### src/rtl/obi_2_axi_pipe_pkg.sv
// rtl/obi_2_axi_pipe_pkg.sv - AXI4 channel structs used by obi_2_axi_pipe
package obi_2_axi_pipe_pkg;

    localparam int unsigned AXI_IDW   = 4;
    localparam int unsigned AXI_ADDRW = 32;
    localparam int unsigned AXI_DATAW = 32;
    localparam int unsigned AXI_STRBW = AXI_DATAW / 8;

    localparam logic [1:0] BURST_INCR = 2'b01;

    typedef logic [AXI_IDW-1:0] axi_id_t;

    typedef struct packed {
        axi_id_t                id;
        logic [AXI_ADDRW-1:0]   addr;
        logic [7:0]             len;
        logic [2:0]             size;
        logic [1:0]             burst;
        logic                   lock;
        logic [3:0]             cache;
        logic [2:0]             prot;
    } axi_ax_t;

    typedef struct packed {
        logic [AXI_DATAW-1:0]   data;
        logic [AXI_STRBW-1:0]   strb;
        logic                   last;
    } axi_w_t;

    typedef struct packed {
        axi_id_t                id;
        logic [1:0]             resp;
    } axi_b_t;

    typedef struct packed {
        axi_id_t                id;
        logic [AXI_DATAW-1:0]   data;
        logic [1:0]             resp;
        logic                   last;
    } axi_r_t;

    typedef struct packed {
        axi_ax_t                aw;
        logic                   aw_valid;
        axi_w_t                 w;
        logic                   w_valid;
        logic                   b_ready;
        axi_ax_t                ar;
        logic                   ar_valid;
        logic                   r_ready;
    } axi_req_t;

    typedef struct packed {
        logic                   aw_ready;
        logic                   w_ready;
        axi_b_t                 b;
        logic                   b_valid;
        logic                   ar_ready;
        axi_r_t                 r;
        logic                   r_valid;
    } axi_resp_t;

endpackage

### src/rtl/obi_2_axi_pipe.sv
// rtl/obi_2_axi_pipe.sv - pipelined OBI to AXI4 bridge with in-order responses
// Optional feature macro: OBI_2_AXI_PIPE_ERR_RESP_EN (drive err_o from AXI resp[1]).
module obi_2_axi_pipe #(
    parameter int unsigned                OBI_ADDRW       = 32,
    parameter int unsigned                OBI_DATAW       = 32,
    parameter int unsigned                OBI_STRBW       = OBI_DATAW / 8,
    parameter int unsigned                MAX_OUTSTANDING = 4,
    parameter obi_2_axi_pipe_pkg::axi_id_t AXI_ID         = '0,
    parameter type                        axi_req_t       = obi_2_axi_pipe_pkg::axi_req_t,
    parameter type                        axi_resp_t      = obi_2_axi_pipe_pkg::axi_resp_t
) (
    input  logic                 clk_i,
    input  logic                 arst_ni,
    input  logic [OBI_ADDRW-1:0] addr_i,
    input  logic                 we_i,
    input  logic [OBI_DATAW-1:0] wdata_i,
    input  logic [OBI_STRBW-1:0] be_i,
    input  logic                 req_i,
    output logic                 gnt_o,
    output logic                 rvalid_o,
    output logic [OBI_DATAW-1:0] rdata_o,
    output logic                 err_o,
    output axi_req_t             axi_req_o,
    input  axi_resp_t            axi_resp_i
);

    localparam int unsigned CNT_W = $clog2(MAX_OUTSTANDING + 1);
    localparam int unsigned PTR_W = (MAX_OUTSTANDING > 1) ? $clog2(MAX_OUTSTANDING) : 1;
    localparam logic [2:0]  AX_SIZE = 3'($clog2(OBI_STRBW));
    localparam logic [CNT_W-1:0] CNT_MAX = CNT_W'(MAX_OUTSTANDING);
    localparam logic [PTR_W-1:0] PTR_LAST = PTR_W'(MAX_OUTSTANDING - 1);

    logic [CNT_W-1:0]           cnt_q;
    logic [PTR_W-1:0]           wr_ptr_q;
    logic [PTR_W-1:0]           rd_ptr_q;
    logic [MAX_OUTSTANDING-1:0] order_we_q;

    logic                 ar_valid_q;
    logic                 aw_valid_q;
    logic                 w_valid_q;
    logic [OBI_ADDRW-1:0] ar_addr_q;
    logic [OBI_ADDRW-1:0] aw_addr_q;
    logic [OBI_DATAW-1:0] w_data_q;
    logic [OBI_STRBW-1:0] w_strb_q;
    logic                 rvalid_q;
    logic [OBI_DATAW-1:0] rdata_q;

    logic ar_free;
    logic wr_free;
    logic gnt;
    logic head_valid;
    logic head_we;
    logic r_ready;
    logic b_ready;
    logic r_hs;
    logic b_hs;
    logic rsp_hs;

    // A channel slot is reusable in the cycle its previous beat handshakes.
    assign ar_free = !ar_valid_q || axi_resp_i.ar_ready;
    assign wr_free = (!aw_valid_q || axi_resp_i.aw_ready) && (!w_valid_q || axi_resp_i.w_ready);
    assign gnt     = arst_ni && req_i && (cnt_q < CNT_MAX) && (we_i ? wr_free : ar_free);
    assign gnt_o   = gnt;

    // Only the oldest transaction's channel is allowed to complete.
    assign head_valid = (cnt_q != '0);
    assign head_we    = order_we_q[rd_ptr_q];
    assign r_ready    = head_valid && !head_we;
    assign b_ready    = head_valid && head_we;
    assign r_hs       = r_ready && axi_resp_i.r_valid;
    assign b_hs       = b_ready && axi_resp_i.b_valid;
    assign rsp_hs     = r_hs || b_hs;

    always_ff @(posedge clk_i or negedge arst_ni) begin
        if (!arst_ni) begin
            cnt_q      <= '0;
            wr_ptr_q   <= '0;
            rd_ptr_q   <= '0;
            order_we_q <= '0;
        end else begin
            if (gnt && !rsp_hs) begin
                cnt_q <= cnt_q + 1'b1;
            end else if (!gnt && rsp_hs) begin
                cnt_q <= cnt_q - 1'b1;
            end
            if (gnt) begin
                order_we_q[wr_ptr_q] <= we_i;
                wr_ptr_q <= (wr_ptr_q == PTR_LAST) ? '0 : wr_ptr_q + 1'b1;
            end
            if (rsp_hs) begin
                rd_ptr_q <= (rd_ptr_q == PTR_LAST) ? '0 : rd_ptr_q + 1'b1;
            end
        end
    end

    always_ff @(posedge clk_i or negedge arst_ni) begin
        if (!arst_ni) begin
            ar_valid_q <= 1'b0;
            aw_valid_q <= 1'b0;
            w_valid_q  <= 1'b0;
            ar_addr_q  <= '0;
            aw_addr_q  <= '0;
            w_data_q   <= '0;
            w_strb_q   <= '0;
        end else begin
            if (gnt && !we_i) begin
                ar_valid_q <= 1'b1;
                ar_addr_q  <= addr_i;
            end else if (axi_resp_i.ar_ready) begin
                ar_valid_q <= 1'b0;
            end
            if (gnt && we_i) begin
                aw_valid_q <= 1'b1;
                w_valid_q  <= 1'b1;
                aw_addr_q  <= addr_i;
                w_data_q   <= wdata_i;
                w_strb_q   <= be_i;
            end else begin
                if (axi_resp_i.aw_ready) aw_valid_q <= 1'b0;
                if (axi_resp_i.w_ready)  w_valid_q  <= 1'b0;
            end
        end
    end

    // An R beat with last=0 is still taken as the only beat of the read.
    always_ff @(posedge clk_i or negedge arst_ni) begin
        if (!arst_ni) begin
            rvalid_q <= 1'b0;
            rdata_q  <= '0;
        end else begin
            rvalid_q <= rsp_hs;
            if (r_hs) begin
                rdata_q <= axi_resp_i.r.data;
            end else if (b_hs) begin
                rdata_q <= '0;
            end
        end
    end

    assign rvalid_o = rvalid_q;
    assign rdata_o  = rdata_q;

`ifdef OBI_2_AXI_PIPE_ERR_RESP_EN
    logic err_q;

    always_ff @(posedge clk_i or negedge arst_ni) begin
        if (!arst_ni) begin
            err_q <= 1'b0;
        end else if (r_hs) begin
            err_q <= axi_resp_i.r.resp[1];
        end else if (b_hs) begin
            err_q <= axi_resp_i.b.resp[1];
        end
    end

    assign err_o = err_q;
`else
    assign err_o = 1'b0;
`endif

    logic unused_resp;
    assign unused_resp = ^{axi_resp_i.b.id, axi_resp_i.b.resp,
                           axi_resp_i.r.id, axi_resp_i.r.resp, axi_resp_i.r.last};

    always_comb begin
        axi_req_o          = '0;
        axi_req_o.aw.id    = AXI_ID;
        axi_req_o.aw.addr  = aw_addr_q;
        axi_req_o.aw.len   = 8'd0;
        axi_req_o.aw.size  = AX_SIZE;
        axi_req_o.aw.burst = obi_2_axi_pipe_pkg::BURST_INCR;
        axi_req_o.aw.cache = 4'b0010;
        axi_req_o.aw.prot  = 3'b000;
        axi_req_o.aw_valid = aw_valid_q;
        axi_req_o.w.data   = w_data_q;
        axi_req_o.w.strb   = w_strb_q;
        axi_req_o.w.last   = 1'b1;
        axi_req_o.w_valid  = w_valid_q;
        axi_req_o.b_ready  = b_ready;
        axi_req_o.ar.id    = AXI_ID;
        axi_req_o.ar.addr  = ar_addr_q;
        axi_req_o.ar.len   = 8'd0;
        axi_req_o.ar.size  = AX_SIZE;
        axi_req_o.ar.burst = obi_2_axi_pipe_pkg::BURST_INCR;
        axi_req_o.ar.cache = 4'b0010;
        axi_req_o.ar.prot  = 3'b000;
        axi_req_o.ar_valid = ar_valid_q;
        axi_req_o.r_ready  = r_ready;
    end

endmodule

### config.mk
export PLATFORM = sky130hd
export DESIGN_NAME = obi_2_axi_pipe
export DESIGN_NICKNAME = d
export VERILOG_FILES = /design/src/rtl/obi_2_axi_pipe_pkg.sv /design/src/rtl/obi_2_axi_pipe.sv
export SDC_FILE = /design/constraint.sdc
export NUM_CORES = 1
export LEC_CHECK = 0
export BUFFER_PORTS_ARGS = -buffer_cell sky130_fd_sc_hd__buf_2
export CORE_AREA = 2 2 121 123
export DETAILED_ROUTE_END_ITERATION = 12
export DIE_AREA = 0 0 123 125
export PLACE_DENSITY = 0.8
export SLEW_MARGIN = 20
export SYNTH_ARGS = -nofsm -noshare
export SYNTH_HDL_FRONTEND = slang
export SYNTH_SLANG_ARGS = --single-unit
### constraint.sdc
create_clock -name clk_i -period 4 [get_ports clk_i]
set_input_delay 0.6 -clock clk_i [delete_from_list [all_inputs] [get_ports clk_i]]
set_output_delay 0.6 -clock clk_i [all_outputs]
set_load 0.03 [all_outputs]
======== Yosys cells after proc, flatten, opt, wreduce, memory -nomap -nowiden ========
Index checks and enable logic that the tools add are counted.
word-level totals
  bits in registers ....................... 147
  input port bits ......................... 122
  output and inout port bits .............. 191
  word-level logic and storage cells ...... 71
operators by class
  add/sub/neg operators ................... 4
  order comparisons ....................... 4
  equal/unequal tests ..................... 2
  muxes and demuxes ....................... 18
  reduce and logical (&&, ||, !) cells .... 30
operator list
  kind                 number
  $mux 32              2
  $logic_and 1x1->1    13
  $reduce_bool 2->1    5
  $mux 1               9
  $logic_not 1->1      7
  $lt 2x3->1 const B   2
  $mux 3               2
  $add 2x1->2 const B  2
  $bwmux 4             1
  $eq 2x2->1 const B   2
  $logic_or 1x1->1     4
  $mux 2               2
  $add 3x1->3 const B  1
  $lt 3x3->1 const B   1
  $reduce_bool 3->1    1
  $sub 3x1->3 const B  1
  $bmux 1 s2           1
  $demux 1 s2          1
  $ge 2x1->1 const B   1

======== Depth between registers and ports, before layout ========
  depth in word-level cells ............... 9
  depth in mapped cells ................... 11
  gate-level depth less buffers ........... 10

======== Worst setup path after synthesis ========
OpenSTA, ideal clock, no wires.
  kind .................................... input port to flip-flop
  start ................................... input port we_i
  end ..................................... register cnt_q[2]
  library setup time ...................... 0.079 ns
  data arrival time ....................... 3.043 ns
  data required time ...................... 3.921 ns
  path slack .............................. 0.878 ns
  stages .................................. 9
  buffers on the path ..................... 1
  path through ............................ clkbuf_1 nor2_1 a211oi_1 ha_1 inv_1 fa_1 xor2_1 nor2_1 xor2_1
on the way
  word-level cells in the longest chain between the ends .. 5
  elaborated cells on any way between the ends .. 7
  those cells by class .................... mux (2); reduce/logical (5)
RTL lines
  item                                line                  source
  from (decl)                         obi_2_axi_pipe.sv:15  input logic we_i,
  $mux 1 *                            obi_2_axi_pipe.sv:62  assign gnt = arst_ni && req_i && (cnt_q < CNT_MAX) && (we_i ? wr_free : ar_free);
  $logic_and 1x1->1 *                 obi_2_axi_pipe.sv:62
  via gnt_o                           obi_2_axi_pipe.sv:19  output logic gnt_o,
  $logic_not 1->1                     obi_2_axi_pipe.sv:83  end else if (!gnt && rsp_hs) begin
  $logic_and 1x1->1                   obi_2_axi_pipe.sv:83
  $reduce_bool 2->1 (no source line)  --
  to (signal assigned)                obi_2_axi_pipe.sv:82  cnt_q <= cnt_q + 1'b1;
  to (signal assigned)                obi_2_axi_pipe.sv:84  cnt_q <= cnt_q - 1'b1;
  to (decl)                           obi_2_axi_pipe.sv:33  logic [CNT_W-1:0] cnt_q;
The timed path passes the listed nets; every way through them passes the cells marked *.
A chain may end at the register's enable or synchronous reset.

======== Worst setup path in the final report ========
  start ................................... register rd_ptr_q[0]
  end ..................................... register cnt_q[2]
on the way
  word-level cells in the longest chain between the ends .. 9
  elaborated cells on any way between the ends .. 13
  those cells by class .................... mux (3); reduce/logical (10)
RTL lines
  item                                                line                  source
  from (decl)                                         obi_2_axi_pipe.sv:35  logic [PTR_W-1:0] rd_ptr_q;
  from (signal assigned)                              obi_2_axi_pipe.sv:91  rd_ptr_q <= (rd_ptr_q == PTR_LAST) ? '0 : rd_ptr_q + 1'b1;
  $bmux 1 s2 *                                        obi_2_axi_pipe.sv:67  assign head_we = order_we_q[rd_ptr_q];
  $mux 1 (implied by the code) *                      obi_2_axi_pipe.sv:67
  $logic_not 1->1                                     obi_2_axi_pipe.sv:68  assign r_ready = head_valid && !head_we;
  $logic_and 1x1->1                                   obi_2_axi_pipe.sv:68
  $logic_and 1x1->1                                   obi_2_axi_pipe.sv:70  assign r_hs = r_ready && axi_resp_i.r_valid;
  $logic_or 1x1->1 *                                  obi_2_axi_pipe.sv:72  assign rsp_hs = r_hs || b_hs;
  via rsp_hs                                          obi_2_axi_pipe.sv:57  logic rsp_hs;
  $logic_not 1->1                                     obi_2_axi_pipe.sv:81  if (gnt && !rsp_hs) begin
  $logic_and 1x1->1                                   obi_2_axi_pipe.sv:81
  $mux 3 / $reduce_bool 2->1 (equally long branches)  --
The timed path passes the listed nets; every way through them passes the cells marked *. The select of a mux whose other input is x is not followed.

==> flow_results.org <==
** Run status
- Status :: complete, no violations

** Setup path
- CP Cell Sequence :: mux4_2 -> mux2i_1 -> nor2_2 -> inv_1 -> ha_1 -> inv_1 -> fa_1 -> xor2_1 -> nor2_1 -> xor2_1
- Top fanout value on the critical path :: 35
- In this run the worst setup path begins at rd_ptr_q[0].
- Data arrives at the worst endpoint at 3150 ps.
- The worst setup path is captured at a flop.
- The worst setup path is of the reg2reg kind.
- Number of cells on the worst reg-to-reg path :: 10
- At the worst endpoint, the required time is 4340 ps.
- R2R Path Start :: rd_ptr_q[0]
- On the critical path, the stage with the largest delay is an instance of sky130_fd_sc_hd__mux4_2.
- STA classifies the critical path startpoint as a flop.
- Slowest cell delay on critical path :: 830 ps

** GRT
- First-pass GRT wire length :: between 20 and 25 mm
- The number of antenna violations at the first check in global routing was 1.
- Largest net degree at the start of global routing :: a little under 80
- Number of global-route vias before repair :: between 4000 and 5000
- Global routing finished with a remaining overflow of 0.
- In the global route stage, overall resource usage came out at 0.1914.

** CTS
- The H-tree generated during clock tree synthesis spans 4 levels.
- Clock-pin slew was measured on the worst setup and hold paths at ~60 ps.
- At the later pin of the worst-skew pair, clock insertion delay measures approximately 420 ps.
- Hold repair after CTS inserted 0 buffers.
- Total setup buffers inserted after CTS :: 0
- Maximum number of buffers from clock root to sink :: 2
- In this run, post-CTS repair resized a total of 0 instances.
- TritonCTS Buffers :: 17
- The tree built by TritonCTS fans out to around 150 sinks.
- TritonCTS built the clock tree.
- The tree is rooted in a sky130_fd_sc_hd__clkbuf_16.

** Drt
- Across all layers, the routed design uses approximately 4600 vias.
- Ratio of routed vias to standard cells :: slightly below 5
- In this run the remaining antenna-violating nets after routing total 0.
- WL final :: between 10 and 15 mm
- The first detailed-routing pass ran for 4 iterations.
- After detailed routing, the average wire length per cell comes to between 15 and 20 um.
- DR DRC count :: 0
- In this run, the number of DRC markers left after iteration 0 of detailed routing was 147.

** Timing
- Across all hold checks on the routed design, the worst slack comes to ~370 ps.
- In the final timing run, aggregate negative setup slack is 0 ps.
- On the final layout, the worst clock skew is 8.538 ps.
- The final max-slew violation count was 0.
- The final number of hold-violating endpoints is 0.
- Timing would allow up to between 0.3 and 0.4 GHz.
- Measured against its own limit, the worst slew margin works out to 0.3769.
- Worst Tran Pin Value :: slightly above 900 ps
- Setup violations remaining at the end of the flow were counted as 0.
- The worst path needs ~2800 ps of the cycle, external delays included.
- Setup repair after global routing missed its margin :: false
- Crit share post-route :: 0.7017

** Pwr
- The analysis attributes to cell leakage a power of 0.004085 uW.
- In this run the power density over the cells is slightly above 900 nW/um^2.
- VDD sags by at most between 0.5 and 0.6 mV.

** Place
- Dpl hpwl :: ~10 mm
- At the end of routability-driven placement, the weighted congestion stood at ~0.73.
- Buffers placed on the I/O ports in this run total between 200 and 250.

** Cells and area
- At the end of the flow, the number of nets in the layout was 859.
- Commonest cells after routing, fill and taps aside :: sky130_fd_sc_hd__buf_2 (246), sky130_fd_sc_hd__dfrtp_1 (147), sky130_fd_sc_hd__mux2_2 (103)
- Relative to the synthesized area, the layout overhead comes to 27.45%.
- Ratio of cells with drive above 1 in the final layout :: 0.5316
- Multi-input combinational cell area :: between 2000 and 2500 sq um
- The layout has between 1000 and 1500 filler cells.
- The library cell used most frequently in the layout, excluding fill and tap cells, is sky130_fd_sc_hd__buf_2.
- In the final layout, flip-flops and latches occupy 3679 sq um.

** Synth
- In this run the cell area of the synthesized design comes to roughly 6500 sq um.
- Counting flops with a built-in enable in the synthesized netlist gives 0.
- Top cells by area in the synthesized netlist :: sky130_fd_sc_hd__dfrtp_1 (57%), sky130_fd_sc_hd__mux2_2 (18%), sky130_fd_sc_hd__buf_4 (6.6%)
- Gate count after technology mapping :: approximately 490
- Avg Inst Size Synth :: about 13 sq um
- For this run, the number of Yosys warnings is 0.
- Synthesis instantiated 33 different standard cells from the library.
- FF+latch count, synth :: approximately 150
- The share of the Yosys chip area taken by registers is 0.5659.
- Post-synth top flop :: sky130_fd_sc_hd__dfrtp_1
- Top-area cell type share of the netlist area :: 0.5659
- Cell type with the largest total area after synthesis :: sky130_fd_sc_hd__dfrtp_1
- Of all flip-flops after synthesis, the portion carrying an async set or reset was 1.000.

** Worst hold path
- In this run the worst hold path is classified as in2async.

** Floorplan
- Starting density of the core :: 0.4576
- The die covers about 15000 sq um.
- ~310 I/O pins were placed.
- Die span in y :: between 100 and 150 um
- Area inside the core boundary :: approximately 14000 sq um
- Placement Rows :: 44
- Width of the chip :: about 120 um

** Job
- Max-Cap Viols :: 0
synthesized netlist by cell type (all sizes together) (2+ instances only):
cell type,instances
buf,73
xor2,2
a31oi,36
nand2b,3
a21oi,4
inv,5
ha,6
nand2,3
nor2b,32
clkbuf,15
conb,2
o21ai,2
dfrtp,147
o2bb2ai,32
nand3,5
mux2,105
nor2,11
state kept, by name, summed over array words and instances, names as in the netlist:
signal	count
ar_addr_q	32
rdata_o	32
w_data_q	32
order_we_q	4
cnt_q	3
wr_ptr_q	2
rvalid_o	1
rd_ptr_q	2
aw_addr_q	32
ar_valid_q	1
w_strb_q	4
aw_valid_q	1
w_valid_q	1
worst max-delay path: cells and delay by family, from the launching register on:
kind | cells | cell delay (ps)
XOR/XNOR | 2 | 310
adder cells (fa/ha/maj) | 2 | 540
buffers and inverters | 2 | 140
flip-flops | 1 | 410
multiplexers | 2 | 1110
AND/OR/NAND/NOR | 2 | 210
cell families (layout without fill, tap and decap cells):
family,Yosys count,after routing,synth area share
AOI/OAI and AO/OA,75,75,0.08354
xor gates and xnor gates,3,3,0.004043
adders and majority gates,7,7,0.01463
buffers and inverters,93,292,0.09066
DFF,147,147,0.5659
muxes,107,107,0.1869
other,2,53,0.001155
and+or+nand+nor,60,60,0.05313
final timing paths:
| kind | slack (ps) | to |
|---|---|---|
| max | 1190 | cnt_q[2] |
| min | 370 | rdata_o[8] |
| max reg2reg | 1190 | cnt_q[2] |
| min reg2reg | 500 | rdata_o[11] |
| max in group asynchronous | 2110 | w_data_q[10] |
| min in group clk_i | 410 | w_data_q[30] |
layer usage:
layer,GRT usage,share of wire,vias to the layer above,routed length (um)
li1,-,-,2124,-
met1,0.2235,0.39,2209,5632
met2,0.3081,0.48,218,6869
met3,0.07938,0.11,23,1615
met4,0.08356,0.022,0,323
met5,0,0,-,0
area by class of cell:
class / count / share of cell area
Multi-Input combinational cell: 304 / 0.2950
Tap cell: 184 / 0.02779
Timing Repair Buffer: 255 / 0.1572
Clock buffer: 18 / 0.05180
Antenna cell: 1 / 0.0003021
Clock inverter: 14 / 0.02160
Inverter: 5 / 0.002266
Sequential cell: 147 / 0.4440
per-stage QoR:
step	cell area (sq um)	instances	power [uW]	util	setup slack (ps)
after floorplan	6688	544	5090	-	877.7
final	8284	928	7697	0.5832	1193
after global routing	8284	928	8137	0.5832	1041
after detailed placement	7672	895	6127	0.5402	1176
after global placement	7672	895	6022	0.5402	1230
after CTS	8280	927	7783	0.5830	1167
power breakdown:
| group | internal (uW) | leakage [uW] | total (uW) | switching, uW |
|---|---|---|---|---|
| sequential | 2210 | 0.00178 | 2610 | 407 |
| combinational | 1170 | 0.00201 | 3460 | 2290 |
| clock | 991 | 0.000293 | 1630 | 636 |
Power figures use the tool's default switching activity.
